==> config.mk <==
export PLATFORM = sky130hd
export DESIGN_NAME = time_display_scan
export DESIGN_NICKNAME = d
export VERILOG_FILES = /design/src/rtl/time_display_scan_pkg.sv /design/src/rtl/time_display_scan_bin2bcd_seq.sv /design/src/rtl/time_display_scan.sv
export SDC_FILE = /design/constraint.sdc
export NUM_CORES = 1
export LEC_CHECK = 0
export ABC_CLOCK_PERIOD_IN_PS = 2800
export CELL_PAD_IN_SITES_DETAIL_PLACEMENT = 0
export CELL_PAD_IN_SITES_GLOBAL_PLACEMENT = 1
export CORE_MARGIN = 2
export CORE_UTILIZATION = 40
export CTS_CLUSTER_DIAMETER = 120
export DETAILED_ROUTE_END_ITERATION = 8
export DONT_BUFFER_PORTS = 1
export GPL_TIMING_DRIVEN = 0
export PLACE_DENSITY_LB_ADDON = 0.2
export SETUP_SLACK_MARGIN = 0.05
export SYNTH_ARGS = -nofsm -noshare
export SYNTH_HDL_FRONTEND = slang
export SYNTH_SLANG_ARGS = --single-unit
export TNS_END_PERCENT = 5
==> constraint.sdc <==
create_clock -name clk -period 2.8 [get_ports clk]
set_clock_uncertainty 0.2 [all_clocks]
set_input_delay 0.28 -clock clk [delete_from_list [all_inputs] [get_ports clk]]
set_output_delay 0.28 -clock clk [all_outputs]
set_load 0.01 [all_outputs]
==> src/rtl/time_display_scan_pkg.sv <==
// Shared segment codes, digit indices and converter state encoding for the
// time display scanner and its double-dabble converters.
package time_display_scan_pkg;

    // Segment order {g,f,e,d,c,b,a}, logical (active-high) polarity
    localparam logic [6:0] SEG_0     = 7'b0111111;
    localparam logic [6:0] SEG_1     = 7'b0000110;
    localparam logic [6:0] SEG_2     = 7'b1011011;
    localparam logic [6:0] SEG_3     = 7'b1001111;
    localparam logic [6:0] SEG_4     = 7'b1100110;
    localparam logic [6:0] SEG_5     = 7'b1101101;
    localparam logic [6:0] SEG_6     = 7'b1111101;
    localparam logic [6:0] SEG_7     = 7'b0000111;
    localparam logic [6:0] SEG_8     = 7'b1111111;
    localparam logic [6:0] SEG_9     = 7'b1101111;
    localparam logic [6:0] SEG_BLANK = 7'b0000000;

    localparam logic [1:0] DIG_SEC_U = 2'd0;
    localparam logic [1:0] DIG_SEC_T = 2'd1;
    localparam logic [1:0] DIG_MIN_U = 2'd2;
    localparam logic [1:0] DIG_MIN_T = 2'd3;

    localparam int unsigned CONV_SHIFTS = 6;

    typedef enum logic [1:0] {
        CONV_IDLE  = 2'd0,
        CONV_LOAD  = 2'd1,
        CONV_SHIFT = 2'd2,
        CONV_DONE  = 2'd3
    } conv_state_e;

    function automatic logic [6:0] seg_encode(input logic [3:0] bcd);
        logic [6:0] seg;
        case (bcd)
            4'd0:    seg = SEG_0;
            4'd1:    seg = SEG_1;
            4'd2:    seg = SEG_2;
            4'd3:    seg = SEG_3;
            4'd4:    seg = SEG_4;
            4'd5:    seg = SEG_5;
            4'd6:    seg = SEG_6;
            4'd7:    seg = SEG_7;
            4'd8:    seg = SEG_8;
            4'd9:    seg = SEG_9;
            default: seg = SEG_BLANK;
        endcase
        return seg;
    endfunction

endpackage

==> src/rtl/time_display_scan_bin2bcd_seq.sv <==
// Sequential double-dabble: 6-bit binary to two BCD nibbles {tens, units}.
// start_i in IDLE -> LOAD -> 6x SHIFT -> DONE; result held in bcd_o afterwards.
module bin2bcd_seq
    import time_display_scan_pkg::*;
(
    input  logic       clk_i,
    input  logic       rst_ni,
    input  logic       start_i,
    input  logic [5:0] bin_i,
    output logic       done_o,
    output logic [7:0] bcd_o
);

    localparam logic [2:0] LAST_SHIFT = 3'(CONV_SHIFTS - 1);

    conv_state_e state_q, state_d;
    logic [2:0]  shift_cnt_q, shift_cnt_d;
    logic [5:0]  bin_q, bin_d;
    logic [7:0]  bcd_q, bcd_d;
    logic [7:0]  bcd_adj;

    always_ff @(posedge clk_i or negedge rst_ni) begin
        if (!rst_ni) begin
            state_q <= CONV_IDLE;
        end else begin
            state_q <= state_d;
        end
    end

    always_comb begin
        state_d = state_q;
        case (state_q)
            CONV_IDLE:  if (start_i) state_d = CONV_LOAD;
            CONV_LOAD:  state_d = CONV_SHIFT;
            CONV_SHIFT: if (shift_cnt_q == LAST_SHIFT) state_d = CONV_DONE;
            CONV_DONE:  state_d = CONV_IDLE;
            default:    state_d = CONV_IDLE;
        endcase
    end

    always_comb begin
        done_o = (state_q == CONV_DONE);
        bcd_o  = bcd_q;
    end

    // Add-3 correction applied to every nibble before each shift
    always_comb begin
        bcd_adj[3:0] = (bcd_q[3:0] >= 4'd5) ? bcd_q[3:0] + 4'd3 : bcd_q[3:0];
        bcd_adj[7:4] = (bcd_q[7:4] >= 4'd5) ? bcd_q[7:4] + 4'd3 : bcd_q[7:4];
    end

    always_comb begin
        bin_d       = bin_q;
        bcd_d       = bcd_q;
        shift_cnt_d = shift_cnt_q;
        case (state_q)
            CONV_LOAD: begin
                bin_d       = bin_i;
                bcd_d       = '0;
                shift_cnt_d = '0;
            end
            CONV_SHIFT: begin
                {bcd_d, bin_d} = 14'({bcd_adj, bin_q, 1'b0});
                shift_cnt_d    = shift_cnt_q + 3'd1;
            end
            default: ;
        endcase
    end

    always_ff @(posedge clk_i or negedge rst_ni) begin
        if (!rst_ni) begin
            bin_q       <= '0;
            bcd_q       <= '0;
            shift_cnt_q <= '0;
        end else begin
            bin_q       <= bin_d;
            bcd_q       <= bcd_d;
            shift_cnt_q <= shift_cnt_d;
        end
    end

endmodule

==> src/rtl/time_display_scan.sv <==
// Four-digit MM.SS multiplexed 7-segment scanner with per-frame input snapshots,
// dead time between digits and blinking. Option: DISP_LEADING_ZERO_BLANK_EN.
module time_display_scan
    import time_display_scan_pkg::*;
#(
    parameter int unsigned SCAN_DIV     = 1000,
    parameter int unsigned BLINK_FRAMES = 50,
    parameter bit          ACTIVE_LOW   = 1'b1
) (
    input  logic       clk,
    input  logic       rst,
    input  logic [5:0] i_minutes,
    input  logic [5:0] i_seconds,
    input  logic       i_blink,
    output logic [6:0] o_seg,
    output logic       o_dp,
    output logic [3:0] o_digit_sel,
    output logic       o_frame_done
);

    localparam int unsigned CNT_W = (SCAN_DIV > 1) ? $clog2(SCAN_DIV) : 1;
    localparam int unsigned FRM_W = (BLINK_FRAMES > 1) ? $clog2(BLINK_FRAMES) : 1;
    localparam logic [CNT_W-1:0] SCAN_LAST  = CNT_W'(SCAN_DIV - 1);
    localparam logic [FRM_W-1:0] FRAME_LAST = FRM_W'(BLINK_FRAMES - 1);

    logic [CNT_W-1:0] scan_cnt_q, scan_cnt_d;
    logic [1:0]       digit_idx_q, digit_idx_d;
    logic [5:0]       min_snap_q, min_snap_d;
    logic [5:0]       sec_snap_q, sec_snap_d;
    logic             conv_ready_q, conv_ready_d;
    logic [15:0]      disp_bcd_q, disp_bcd_d;
    logic             disp_valid_q, disp_valid_d;
    logic [FRM_W-1:0] frame_cnt_q, frame_cnt_d;
    logic             blink_phase_q, blink_phase_d;
    logic [6:0]       seg_q, seg_d;
    logic             dp_q, dp_d;
    logic [3:0]       sel_q, sel_d;
    logic             frame_done_q, frame_done_d;

    logic       scan_tc, snap_evt, commit, lit;
    logic       min_done, sec_done;
    logic [7:0] min_bcd, sec_bcd;
    logic [3:0] digit_bcd;

    bin2bcd_seq u_min_conv (
        .clk_i   (clk),
        .rst_ni  (rst),
        .start_i (snap_evt),
        .bin_i   (min_snap_q),
        .done_o  (min_done),
        .bcd_o   (min_bcd)
    );

    bin2bcd_seq u_sec_conv (
        .clk_i   (clk),
        .rst_ni  (rst),
        .start_i (snap_evt),
        .bin_i   (sec_snap_q),
        .done_o  (sec_done),
        .bcd_o   (sec_bcd)
    );

    // Snapshot on entry to digit 3, commit on wrap back to digit 0
    always_comb begin
        scan_tc     = (scan_cnt_q == SCAN_LAST);
        snap_evt    = scan_tc && (digit_idx_q == DIG_MIN_U);
        commit      = scan_tc && (digit_idx_q == DIG_MIN_T);
        scan_cnt_d  = scan_tc ? '0 : scan_cnt_q + 1'b1;
        digit_idx_d = scan_tc ? digit_idx_q + 2'd1 : digit_idx_q;
        min_snap_d  = snap_evt ? i_minutes : min_snap_q;
        sec_snap_d  = snap_evt ? i_seconds : sec_snap_q;

        conv_ready_d = conv_ready_q;
        if (snap_evt) begin
            conv_ready_d = 1'b0;
        end else if (min_done && sec_done) begin
            conv_ready_d = 1'b1;
        end

        disp_bcd_d   = (commit && conv_ready_q) ? {min_bcd, sec_bcd} : disp_bcd_q;
        disp_valid_d = disp_valid_q | commit;
        frame_done_d = commit;
    end

    always_comb begin
        frame_cnt_d   = frame_cnt_q;
        blink_phase_d = blink_phase_q;
        if (!i_blink) begin
            frame_cnt_d   = '0;
            blink_phase_d = 1'b0;
        end else if (commit) begin
            if (frame_cnt_q == FRAME_LAST) begin
                frame_cnt_d   = '0;
                blink_phase_d = ~blink_phase_q;
            end else begin
                frame_cnt_d = frame_cnt_q + 1'b1;
            end
        end
    end

    // First cycle of each digit period is dead time: pattern changes, enables off
    always_comb begin
        digit_bcd = disp_bcd_q[{digit_idx_q, 2'b00} +: 4];
        lit       = disp_valid_q && (scan_cnt_q != '0) && !(i_blink && blink_phase_q);
        seg_d     = disp_valid_q ? seg_encode(digit_bcd) : SEG_BLANK;
        sel_d     = lit ? (4'b0001 << digit_idx_q) : 4'b0000;
        dp_d      = lit && (digit_idx_q == DIG_MIN_U);
`ifdef DISP_LEADING_ZERO_BLANK_EN
        if ((digit_idx_q == DIG_MIN_T) && (digit_bcd == 4'd0)) begin
            seg_d = SEG_BLANK;
            sel_d = 4'b0000;
        end
`endif
    end

    always_ff @(posedge clk or negedge rst) begin
        if (!rst) begin
            scan_cnt_q    <= '0;
            digit_idx_q   <= DIG_SEC_U;
            min_snap_q    <= '0;
            sec_snap_q    <= '0;
            conv_ready_q  <= 1'b0;
            disp_bcd_q    <= '0;
            disp_valid_q  <= 1'b0;
            frame_cnt_q   <= '0;
            blink_phase_q <= 1'b0;
            seg_q         <= SEG_BLANK;
            dp_q          <= 1'b0;
            sel_q         <= '0;
            frame_done_q  <= 1'b0;
        end else begin
            scan_cnt_q    <= scan_cnt_d;
            digit_idx_q   <= digit_idx_d;
            min_snap_q    <= min_snap_d;
            sec_snap_q    <= sec_snap_d;
            conv_ready_q  <= conv_ready_d;
            disp_bcd_q    <= disp_bcd_d;
            disp_valid_q  <= disp_valid_d;
            frame_cnt_q   <= frame_cnt_d;
            blink_phase_q <= blink_phase_d;
            seg_q         <= seg_d;
            dp_q          <= dp_d;
            sel_q         <= sel_d;
            frame_done_q  <= frame_done_d;
        end
    end

    always_comb begin
        o_seg        = ACTIVE_LOW ? ~seg_q : seg_q;
        o_dp         = ACTIVE_LOW ? ~dp_q  : dp_q;
        o_digit_sel  = ACTIVE_LOW ? ~sel_q : sel_q;
        o_frame_done = frame_done_q;
    end

endmodule

# Yosys cells after proc, flatten, opt, wreduce, memory -nomap -nowiden
# Memories as Yosys holds them, arrays and structs flattened.
# Cells that the tools add are included.
word_totals:
  regBits: 100
  romBits: 112
  in_bits: 15
  output_inout_bits: 13
  elab_cells: 104
  mem_count: 1
op_classes:
  addsub: 9
  n_lt_le_gt_ge: 4
  eq_ne: 18
  shift: 2
  muxes: 26
  n_bitwise: 5
  n_reduce_logical: 18
memory_table:
  columns: ["memory", "words", "width", "read_ports", "rd_ports_with_merged_regs", "wr", "line", "rtl"]
  rows:
  - ["(no name shown)", 16, 7, 1, 0, 0, "time_display_scan_pkg.sv:34", "case (bcd)"]
op_table:
  columns: ["cell", "n"]
  rows:
  - ["one-hot mux 8 bit (2 select lines)", 2]
  - ["one-hot mux 6 bit (2 select lines)", 2]
  - ["2-to-1 mux 6 bit", 3]
  - [">= comparator 4 x 3 -> 1 bit, second input constant", 4]
  - ["one-hot mux 2 bit (4 select lines)", 2]
  - ["variable part select 16 x 5 -> 4 bit", 1]
  - ["== test 2 bit, second input constant", 6]
  - ["2-to-1 mux 4 bit", 3]
  - ["one-hot mux 3 bit (2 select lines)", 2]
  - ["adder 10 x 1 -> 10 bit, second input constant", 1]
  - ["== test 10 bit, second input constant", 1]
  - ["2-to-1 mux 10 bit", 1]
  - ["nonzero test 10 bit", 1]
  - ["adder 4 x 2 -> 4 bit, second input constant", 2]
  - ["logical AND 1 bit", 8]
  - ["inequality test 2 x 1 -> 1 bit, second input constant", 4]
  - ["2-to-1 mux 7 bit", 1]
  - ["NOT 7 bit", 1]
  - ["adder 3 x 1 -> 3 bit, second input constant", 2]
  - ["adder 3 x 2 -> 3 bit, second input constant", 2]
  - ["adder 6 x 1 -> 6 bit, second input constant", 1]
  - ["== test 3 bit, second input constant", 2]
  - ["== test 6 bit, second input constant", 1]
  - ["2-to-1 mux 2 bit", 3]
  - ["other kinds (13)", 26]

# Longest topological paths before layout
# Gate-level depths: netlist of the first run.
depth:
  depth_word: 4
  ltp_mapped: 8
  ltp_nobuf: 7

# Modules after synthesis
# A second synthesis of the first run with hierarchy kept.
unflattened:
  hier_cells: 451
  area_unflattened_um2: 5061.1
modules_own_cells:
  columns: ["module", "n_inst", "cells_per_inst", "area_per_inst_um2"]
  rows:
  - ["time_display_scan", 1, 241, 2966.6]
  - ["bin2bcd_seq", 2, 105, 1047.3]

# Least setup slack after synthesis of the first run
# Ideal clock, no wire load.
synth_path:
  kind: "flip-flop to flip-flop"
  startpoint: "reg scan_cnt_q[0]"
  endpoint: "reg disp_bcd_q[0]"
  setup_ns: 0.125
  arrival_time_ns: 1.677
  required_ns: 2.475
  setup_slack_ns: 0.798
  stages_incl_launch_ff: 7
  n_path_buf: 1
  period_less_slack_ns: 2.002
  cell_sequence: "dfrtp_1 -> ha_1 -> and4bb_1 -> and3_4 -> nand3_4 -> buf_6 -> mux2_4"
synth_via:
  elab_chain_cells: 3
synth_rtl:
  columns: ["element", "line", "rtl"]
  rows:
  - ["start: declaration", "time_display_scan.sv:26", "logic [CNT_W-1:0] scan_cnt_q, scan_cnt_d;"]
  - ["start signal: assignment", "time_display_scan.sv:132", "scan_cnt_q <= scan_cnt_d;"]
  - ["== test 10 bit", "time_display_scan.sv:65", "scan_tc = (scan_cnt_q == SCAN_LAST);"]
  - ["logical AND 1 bit", "time_display_scan.sv:67", "commit = scan_tc && (digit_idx_q == DIG_MIN_T);"]
  - ["logical AND 1 bit", "time_display_scan.sv:80", "disp_bcd_d = (commit && conv_ready_q) ? {min_bcd, sec_bcd} : disp_bcd_q;"]
  - ["end signal: assignment", "time_display_scan.sv:137", "disp_bcd_q <= disp_bcd_d;"]
  - ["end: declaration", "time_display_scan.sv:31", "logic [15:0] disp_bcd_q, disp_bcd_d;"]
# No other way between the ends.
# A chain may end at the register's enable or synchronous reset.

# Final worst setup path of the first run
layout_path:
  startpoint: "reg scan_cnt_q[0]"
  endpoint: "reg u_min_conv.state_q[1]"
layout_via:
  elab_chain_cells: 4
layout_rtl:
  columns: ["element", "line", "rtl"]
  rows:
  - ["== test 10 bit", "time_display_scan.sv:65", null]
  - ["logical AND 1 bit", "time_display_scan.sv:66", "snap_evt = scan_tc && (digit_idx_q == DIG_MIN_U);"]
  - ["inequality test 2 bit (no line)", null, null]
  - ["AND reduction 2 bit (no line)", null, null]
  - ["end signal: assignment", "time_display_scan_bin2bcd_seq.sv:26", "state_q <= state_d;"]
  - ["end: declaration", "time_display_scan_bin2bcd_seq.sv:16", "conv_state_e state_q, state_d;"]
# No other way between the ends.

==> impl_metrics.env, run 1 <==
export IMPL_clk_insertion_delay_late_ns=0.35
export IMPL_postSynthCellCount=446
export IMPL_drc=0
export IMPL_grt_max_degree=100
export IMPL_arrival_ns=2.32
export IMPL_drt_iter0_drc=199
export IMPL_synthTopCellsByCount="dfrtp_1 (99), inv_1 (53), ha_1 (32), o21ai_0 (27), mux2_2 (25)"
export IMPL_ios=28
export IMPL_ys_types=49
export IMPL_synth_compound_area_frac=0.0938
export IMPL_maxCapViolCount=0
export IMPL_place_congestion=0.783
export IMPL_cts_hold_buf=12
export IMPL_io_buffers=0
export IMPL_initial_core_util=0.410
export IMPL_viasPerCell=4.95
export IMPL_grt_pass1_wl_mm=15.7
export IMPL_worst_setup_path_start_kind="flip-flop"
export IMPL_hp_class="input pin to async pin"
export IMPL_r2r_start="scan_cnt_q[0]"
export IMPL_synth_xor_area_share=0.0248
export IMPL_synthAdderAreaFrac=0.0809
export IMPL_design_core_area_um2=12100
export IMPL_synth_top_area_cell="dfrtp_1"
export IMPL_ys_ff_latch=99
export IMPL_violations="negative hold slack"
export IMPL_setup_tns_final_ns=0
export IMPL_vdd_drop_max_uv=360
export IMPL_pre_cts_slack_ns=0.494
export IMPL_synth_most_common_cell="dfrtp_1"
export IMPL_numCtsBuffers=9
export IMPL_routed_wl_mm=8.81
export IMPL_clockBufferDepth=2
export IMPL_rsz0062_at_grt="no"
export IMPL_r2r_end="u_min_conv.state_q[1]"
export IMPL_r2r_slack_ns=0.52
export IMPL_relSlewSlack=0.628
export IMPL_synth_nets=493
export IMPL_met2_usage=0.237
export IMPL_grt_antenna_before_repair=0
export IMPL_n_antenna_cell=0
export IMPL_cts_root_buf="clkbuf_16"
export IMPL_period_needed_ns=2.28
export IMPL_setup_violations=0
export IMPL_crit_fanout=6
export IMPL_vias=3175
export IMPL_yosys_warnings=0
export IMPL_clkTransAtPathRegs_ns=0.07
export IMPL_syn_avg_cell_area_um2=11.1
export IMPL_globalRouteOverflowTotal=0
export IMPL_tightest_slew_ns=0.554
export IMPL_power_leakage_uw=0.00249
export IMPL_rows=40
export IMPL_post_drt_wl_per_cell_um=13.7
export IMPL_dieHeight_um=115
export IMPL_fmax_ghz=0.438
export IMPL_ys_seq_area_frac=0.501
export IMPL_status="complete, but fails checks"
export IMPL_dieWidth_um=115
export IMPL_grt_pass1_vias=3238
export IMPL_postRouteAntennaNets=0
export IMPL_synthTopCellsByArea="dfrtp_1 (50%), ha_1 (8.1%), mux2_2 (5.7%)"
export IMPL_synth_edf_count=0
export IMPL_drive_gt1_frac=0.141
export IMPL_fin_ws_ns=0.518
export IMPL_rr_worst_depth=5
export IMPL_final_max_slew_viol_count=0
export IMPL_met1_usage=0.202
export IMPL_htree_levels=3
export IMPL_power_density_nw_per_um2=490
export IMPL_hold_viol=99
export IMPL_p_total_uw=2730
export IMPL_yosys_most_used_dff="dfrtp_1"
export IMPL_yosysTopAreaCellShare=0.501
export IMPL_cts_sinks=99
export IMPL_critPathRequiredTime_ns=2.84
export IMPL_busiest_layer="met2"
export IMPL_track_usage=0.151
export IMPL_worstSetupEndpointType="flip-flop"
export IMPL_synthToLayoutAreaGrowth_pct=12.8
export IMPL_period_share=0.815
export IMPL_synth_simple_gate_area_frac=0.107
export IMPL_critical_path_class="flip-flop to flip-flop"
export IMPL_synth_top_family_by_area="multiplexers"
export IMPL_whs_ns=-0.583
export IMPL_die_area_um2=13300
export IMPL_drtPass1Iterations=4
export IMPL_cts_tree="built"
export IMPL_synth_async_sr_flop_share=1.00
export IMPL_synth_cell_area_um2=4950
export IMPL_synth_mux_area_frac=0.136
export IMPL_dpl_hpwl_mm=6.00
export IMPL_nNetsFinal=516
export IMPL_grtUsageMet3=0.0506
-- cell usage in the layout, fill, tap and decap left out, drive strengths merged, types with 3 or more instances in the layout --
master | synthesis | routed
nor3 | 7 | 7
o22ai | 9 | 9
buf | 8 | 8
mux4 | 4 | 4
clkinvlp | 0 | 3
dlygate4sd3 | 0 | 12
ha | 32 | 32
and3 | 5 | 5
nand3 | 15 | 15
inv | 53 | 54
dfrtp | 99 | 99
clkbuf | 10 | 19
mux2i | 15 | 15
o21ai | 30 | 30
nand2b | 5 | 5
nor2 | 20 | 20
nand3b | 6 | 6
and2 | 5 | 5
mux2 | 35 | 35
a21oi | 24 | 24
nand2 | 20 | 20
xnor2 | 12 | 12
-- power breakdown --
group	leakage [µW]	internal (µW)	switching, µW	total, µW
clock	0.000140	698	561	1260
sequential	0.00134	1440	4.43	1440
combinational	0.00101	20.6	9.55	30.1
total	0.00249	2160	575	2730
-- final cells by class --
| type | count | area [µm²] |
|---|---|---|
| Buffer | 18 | 82.6 |
| Clock buffer | 9 | 225 |
| Clock inverter | 7 | 77.6 |
| Fill cell | 1129 | 6480 |
| Inverter | 53 | 199 |
| Multi-Input combinational cell | 276 | 2190 |
| Sequential cell | 99 | 2480 |
| Tap cell | 168 | 210 |
| Timing Repair Buffer | 12 | 120 |
-- how the worst max path moves through the flow --
stage	from	end	slack, ns
5_1_grt	scan_cnt_q[0]	u_min_conv.state_q[1]	0.36
3_5_place_dp	scan_cnt_q[0]	u_min_conv.state_q[1]	0.49
3_3_place_gp	scan_cnt_q[0]	u_min_conv.state_q[1]	0.48
4_1_cts	scan_cnt_q[0]	u_min_conv.state_q[1]	0.48
6_report	scan_cnt_q[0]	u_min_conv.state_q[1]	0.52
2_1_floorplan	scan_cnt_q[0]	disp_bcd_q[0]	0.80
-- worst max-delay path, cell delays in order, from the launching register on --
cell	delay (ns)
dfrtp_1	0.41
ha_1	0.26
and4bb_1	0.33
nand4_2	0.27
a22oi_1	0.33
mux2_2	0.36
-- kinds of logic (layout without fill, tap and decap cells) --
| family | count (synthesis) | count (layout) |
|---|---|---|
| adder cells (fa/ha/maj) | 32 | 32 |
| flip-flops | 99 | 99 |
| buffers and inverters | 71 | 99 |
| AND/OR/NAND/NOR | 96 | 96 |
| AO/OA/AOI/OAI | 80 | 80 |
| multiplexers | 54 | 54 |
| XOR/XNOR | 14 | 14 |
-- through the flow --
stage	util	instance area, µm²	cells
5_1_grt	0.463	5580	642
2_1_floorplan	-	4950	446
4_1_cts	0.463	5580	642
3_3_place_gp	0.428	5160	614
6_report	0.463	5580	642
3_5_place_dp	0.428	5160	614
-- registers in the layout, summed over array words and instances (netlist names), 2 cells and up --
signal,cells
u_sec_conv.state_q,2
min_snap_q,6
u_min_conv.bin_q,6
u_min_conv.state_q,2
u_min_conv.shift_cnt_q,3
frame_cnt_q,6
digit_idx_q,2
u_sec_conv.bin_q,6
sel_q,3
disp_bcd_q,16
u_sec_conv.shift_cnt_q,3
u_min_conv.bcd_o,8
u_sec_conv.bcd_o,8
seg_q,7
sec_snap_q,6
scan_cnt_q,10
-- per-layer routing --
| metal | vias to the layer above | wire [µm] |
|---|---|---|
| met5 | - | 0 |
| met4 | 0 | 104 |
| met3 | 8 | 300 |
| met2 | 39 | 4070 |
| met1 | 1555 | 4340 |
| li1 | 1573 | - |
-- what timing repair did --
action                                 4_1_cts  5_1_grt
buffers inserted                             0        0
resized for setup                            0        0
endpoints found under the hold margin      111       99
No activity file was read; power rests on OpenSTA's default activity.
==> inputs of run 2 (changes only) <==
--- a/config.mk
+++ b/config.mk
@@ -5,7 +5,7 @@
 export SDC_FILE = /design/constraint.sdc
 export NUM_CORES = 1
 export LEC_CHECK = 0
-export ABC_CLOCK_PERIOD_IN_PS = 2800
+export ABC_CLOCK_PERIOD_IN_PS = 2200
 export CELL_PAD_IN_SITES_DETAIL_PLACEMENT = 0
 export CELL_PAD_IN_SITES_GLOBAL_PLACEMENT = 1
 export CORE_MARGIN = 2
==> constraint.sdc (replaced) <==
create_clock -name clk -period 2.2 [get_ports clk]
set_clock_uncertainty 0.2 [all_clocks]
set_input_delay 0.22 -clock clk [delete_from_list [all_inputs] [get_ports clk]]
set_output_delay 0.22 -clock clk [all_outputs]
set_load 0.01 [all_outputs]
==> run 2 against run 1 <==
Against the previous run:
- the run still ends with negative hold slack left
- flip-flop and latch count unchanged
- cell count increased by 0.47%
- register-to-register slack got worse by 0.40 ns
- non-clock buffer count increased by 3
- highest routed layer unchanged
==> impl_metrics.env, run 2 (synthesis results as in run 1) <==
export IMPL_status="complete, but fails checks"
export IMPL_dieWidth_um=115
export IMPL_routed_wl_mm=8.92
export IMPL_io_buffers=0
export IMPL_cpMaxStageDelayCell="dfrtp_1"
export IMPL_drtPass1Iterations=4
export IMPL_final_max_slew_viol_count=0
export IMPL_critical_path_buf_inv_count=2
export IMPL_initial_core_util=0.410
export IMPL_maxCapViolCount=0
export IMPL_drt_iter0_drc=209
export IMPL_vdd_drop_max_uv=458
export IMPL_relSlewSlack=0.627
export IMPL_final_cell_mix="dfrtp_1 (97), inv_1 (51), ha_1 (30)"
export IMPL_max_stage_delay_ns=0.40
export IMPL_globalRouteOverflowTotal=0
export IMPL_worst_setup_path_start_kind="flip-flop"
export IMPL_dpl_hpwl_mm=6.00
export IMPL_final_core_util=0.469
export IMPL_rr_worst_depth=5
export IMPL_violations="negative hold slack"
export IMPL_stdcell_count=645
export IMPL_path_depth=5
export IMPL_fin_ws_ns=0.122
export IMPL_clockBufferDepth=2
export IMPL_period_needed_ns=2.08
export IMPL_hold_viol=99
export IMPL_largest_reg_flops=16
export IMPL_drc=0
export IMPL_r2r_end="u_min_conv.bcd_o[4]"
export IMPL_track_usage=0.151
export IMPL_setup_violations=0
export IMPL_htree_levels=3
export IMPL_cts_root_buf="clkbuf_16"
export IMPL_n_antenna_cell=0
export IMPL_rsz0062_at_grt="yes"
export IMPL_drive_gt1_frac=0.176
export IMPL_dp_cells=614
export IMPL_nNetsFinal=519
export IMPL_registers_top_by_ff_count="disp_bcd_q"
export IMPL_cts_sinks=99
export IMPL_path_delay_family="buffers and inverters"
export IMPL_die_area_um2=13300
export IMPL_arrival_ns=2.13
export IMPL_reg_top3="disp_bcd_q (16), scan_cnt_q (10)"
export IMPL_design_core_area_um2=12100
export IMPL_grt_pass1_wl_mm=15.8
export IMPL_rows=40
export IMPL_crit_fanout=10
export IMPL_pre_cts_slack_ns=-0.106
export IMPL_crit_chain="inv_1 -> ha_1 -> clkbuf_1 -> nand2_1 -> o32ai_1"
export IMPL_viasPerCell=4.97
export IMPL_r2r_start="u_min_conv.state_q[1]"
export IMPL_ios=28
export IMPL_post_drt_wl_per_cell_um=13.8
export IMPL_critPathRequiredTime_ns=2.25
export IMPL_layout_commonest_cell="dfrtp_1"
export IMPL_tightest_slew_ns=0.556
export IMPL_grt_pass1_vias=3245
export IMPL_r2r_slack_ns=0.12
export IMPL_hp_class="input pin to async pin"
export IMPL_clk_insertion_delay_late_ns=0.35
export IMPL_power_leakage_uw=0.00253
export IMPL_postRouteAntennaNets=0
export IMPL_place_congestion=0.783
export IMPL_numCtsBuffers=9
export IMPL_clkTransAtPathRegs_ns=0.07
export IMPL_grt_antenna_before_repair=0
export IMPL_critical_path_class="flip-flop to flip-flop"
export IMPL_dieHeight_um=115
export IMPL_fmax_ghz=0.481
export IMPL_cts_tree="built"
export IMPL_vias=3205
export IMPL_power_density_nw_per_um2=614
export IMPL_synthToLayoutAreaGrowth_pct=14.3
export IMPL_period_share=0.944
export IMPL_cts_hold_buf=12
export IMPL_whs_ns=-0.642
export IMPL_worstSetupEndpointType="flip-flop"
export IMPL_grt_max_degree=100
run 2: routing by layer:
layer | track usage | vias to the layer above | part of all wire
met5 | 0 | - | 0
met3 | 0.0506 | 7 | 0.033
met1 | 0.201 | 1569 | 0.49
met4 | 0.0410 | 0 | 0.012
met2 | 0.238 | 47 | 0.47
li1 | - | 1582 | -
run 2: final cells by class:
cell class | instances | area (µm²)
Timing Repair Buffer | 15 | 143
Clock buffer | 9 | 225
Fill cell | 1133 | 6400
Sequential cell | 99 | 2480
Multi-Input combinational cell | 276 | 2230
Clock inverter | 7 | 77.6
Buffer | 18 | 95.1
Inverter | 53 | 199
Tap cell | 168 | 210
run 2: report_power, final:
group | total (µW) | internal, µW | switching, µW
Sequential | 1840 | 1830 | 5.66
Combinational | 38.5 | 26.2 | 12.3
Clock | 1600 | 889 | 710
Total | 3470 | 2750 | 728
run 2: worst max path at each step:
stage,startpoint,to
floorplan,scan_cnt_q[0],disp_bcd_q[0]
global placement,scan_cnt_q[0],u_min_conv.state_q[1]
detailed placement,scan_cnt_q[0],u_min_conv.state_q[1]
CTS,digit_idx_q[0],u_min_conv.state_q[1]
global route,u_min_conv.state_q[0],u_min_conv.bcd_o[4]
finish,u_min_conv.state_q[1],u_min_conv.bcd_o[4]
run 2: what timing repair did:
item                       in CTS  in global routing
setup endpoints to repair      27                 50
buffers inserted                0                  3
hold endpoints to repair      111                 99
gates resized for setup         6                 16
pin swaps                       1                  0
run 2: metrics by stage:
step	power, µW	setup TNS [ns]	instance area (µm²)
after floorplan	1890	0	4950
after global placement	1890	-0.515	5160
after detailed placement	1890	-0.826	5160
after CTS	3530	0	5610
after global routing	3610	-0.0879	5660
final	3470	0	5660
==> inputs of run 3 (changes only) <==
--- a/config.mk
+++ b/config.mk
@@ -6,6 +6,7 @@
 export NUM_CORES = 1
 export LEC_CHECK = 0
 export ABC_CLOCK_PERIOD_IN_PS = 2200
+export CAP_MARGIN = 30
 export CELL_PAD_IN_SITES_DETAIL_PLACEMENT = 0
 export CELL_PAD_IN_SITES_GLOBAL_PLACEMENT = 1
 export CORE_MARGIN = 2
@@ -16,6 +17,7 @@
 export GPL_TIMING_DRIVEN = 0
 export PLACE_DENSITY_LB_ADDON = 0.2
 export SETUP_SLACK_MARGIN = 0.05
+export SKIP_LAST_GASP = 1
 export SYNTH_ARGS = -nofsm -noshare
 export SYNTH_HDL_FRONTEND = slang
 export SYNTH_SLANG_ARGS = --single-unit
==> run 3 against run 2 <==
Against the previous run:
- the flow still finishes with violations (negative hold slack)
- cell count down 0.31%
- register-to-register slack got worse by 0.099 ns
- die area did not move
- clock-buffer cell count stayed put
- sequential share of layout area grew 0.18 points
- fmax down 4.5%
- via count down 0.47%
- critical path type unchanged
- largest power group unchanged
- highest routed layer unchanged
==> impl_metrics.env, run 3 (synthesis results as in run 1) <==
export IMPL_worst_setup_path_start_kind="flip-flop"
export IMPL_clk_insertion_delay_late_ns=0.35
export IMPL_rsz0062_at_grt="yes"
export IMPL_clkTransAtPathRegs_ns=0.07
export IMPL_grt_pass1_wl_mm=15.7
export IMPL_cts_sinks=99
export IMPL_n_antenna_cell=0
export IMPL_crit_fanout=10
export IMPL_max_stage_delay_ns=0.41
export IMPL_fin_ws_ns=0.0237
export IMPL_registers_top_by_ff_count="disp_bcd_q"
export IMPL_dieWidth_um=115
export IMPL_critical_path_buf_inv_count=1
export IMPL_drc=0
export IMPL_grt_antenna_before_repair=0
export IMPL_nNetsFinal=517
export IMPL_final_cell_mix="dfrtp_1 (99), inv_1 (53), ha_1 (31)"
export IMPL_crit_chain="ha_2 -> and4bb_2 -> and3_4 -> nand3_4 -> buf_6 -> mux2_4"
export IMPL_viasPerCell=4.96
export IMPL_io_buffers=0
export IMPL_power_leakage_uw=0.00252
export IMPL_drtPass1Iterations=4
export IMPL_critical_path_class="flip-flop to flip-flop"
export IMPL_vdd_drop_max_uv=460
export IMPL_postRouteAntennaNets=0
export IMPL_arrival_ns=2.21
export IMPL_r2r_slack_ns=0.02
export IMPL_grt_max_degree=100
export IMPL_clockBufferDepth=2
export IMPL_hp_class="input pin to async pin"
export IMPL_die_area_um2=13300
export IMPL_htree_levels=3
export IMPL_globalRouteOverflowTotal=0
export IMPL_initial_core_util=0.410
export IMPL_cts_root_buf="clkbuf_16"
export IMPL_relSlewSlack=0.623
export IMPL_rows=40
export IMPL_dieHeight_um=115
export IMPL_period_needed_ns=2.18
export IMPL_cpMaxStageDelayCell="dfrtp_1"
export IMPL_path_delay_family="simple AND/OR/NAND/NOR gates"
export IMPL_reg_top3="disp_bcd_q (16), scan_cnt_q (10)"
export IMPL_power_density_nw_per_um2=618
export IMPL_ios=28
export IMPL_synthToLayoutAreaGrowth_pct=13.7
export IMPL_numCtsBuffers=9
export IMPL_fmax_ghz=0.460
export IMPL_violations="negative hold slack"
export IMPL_post_drt_wl_per_cell_um=13.8
export IMPL_cts_tree="built"
export IMPL_period_share=0.989
export IMPL_status="complete, but fails checks"
export IMPL_whs_ns=-0.643
export IMPL_drt_iter0_drc=193
export IMPL_tightest_slew_ns=0.561
export IMPL_setup_violations=0
export IMPL_critPathRequiredTime_ns=2.23
export IMPL_drive_gt1_frac=0.158
export IMPL_place_congestion=0.783
export IMPL_routed_wl_mm=8.86
export IMPL_layout_commonest_cell="dfrtp_1"
export IMPL_path_depth=6
export IMPL_grt_pass1_vias=3240
export IMPL_dpl_hpwl_mm=6.00
export IMPL_cts_hold_buf=12
export IMPL_maxCapViolCount=0
export IMPL_design_core_area_um2=12100
export IMPL_rr_worst_depth=6
export IMPL_setup_tns_final_ns=0
export IMPL_worstSetupEndpointType="flip-flop"
export IMPL_largest_reg_flops=16
export IMPL_track_usage=0.151
export IMPL_hold_viol=99
export IMPL_final_max_slew_viol_count=0
export IMPL_pre_cts_slack_ns=-0.106
export IMPL_fillerInstances=1130
export IMPL_vias=3190
## run 3: cell types whose count changed in the layout (fill, tap and decap cells not counted), sizes merged
| cell | before | now |
|---|---|---|
| clkbuf | 20 | 19 |
| buf | 10 | 9 |
## run 3: timing repair
| item | 4_1_cts | 5_1_grt |
|---|---|---|
| setup buffers | 0 | 1 |
| endpoints found under the hold margin | 111 | 99 |
| setup endpoints to repair | 27 | 60 |
| gates resized for setup | 2 | 16 |
| pin swaps | 0 | 0 |
## run 3: stage by stage
step / util / hold WS, ns / instance area (µm²) / cells / power, µW
after CTS: 0.463 / -0.657 / 5590 / 642 / 3530
after detailed placement: 0.428 / -0.273 / 5160 / 614 / 1890
final: 0.467 / -0.643 / 5630 / 643 / 3480
after floorplan: - / -0.276 / 4950 / 446 / 1890
after global routing: 0.467 / -0.666 / 5630 / 643 / 3610
after global placement: 0.428 / -0.273 / 5160 / 614 / 1890
## run 3: final timing paths
| kind | startpoint | to |
|---|---|---|
| max | scan_cnt_q[0] | disp_bcd_q[6] |
| min reg2reg | scan_cnt_q[9] | scan_cnt_q[9] |
| max in group asynchronous | rst | u_min_conv.shift_cnt_q[2] |
| min | rst | blink_phase_q |
| max reg2reg | scan_cnt_q[0] | disp_bcd_q[6] |
| min in group clk | i_blink | frame_cnt_q[3] |
## run 3: layout make-up
| class | instances | area (µm²) | area share |
|---|---|---|---|
| buffer | 18 | 96.3 | 0.0171 |
| clock buffer | 9 | 225 | 0.0400 |
| clock inverter | 7 | 77.6 | 0.0138 |
| inverter | 53 | 199 | 0.0353 |
| multi-input combinational | 276 | 2210 | 0.394 |
| sequential | 99 | 2480 | 0.440 |
| tap | 168 | 210 | 0.0373 |
| timing repair buffer | 13 | 128 | 0.0227 |
## run 3: routing by layer
metal,track usage,wire (µm)
met1,0.201,4340
met2,0.237,4090
met3,0.0506,321
met4,0.0410,106
met5,0,0
## run 3: report_power, final
part	switching, µW	leakage [µW]	internal (µW)	total, µW
logic	12.2	0.00104	26.2	38.4
clock network	712	0.000140	889	1600
registers	5.77	0.00134	1830	1840
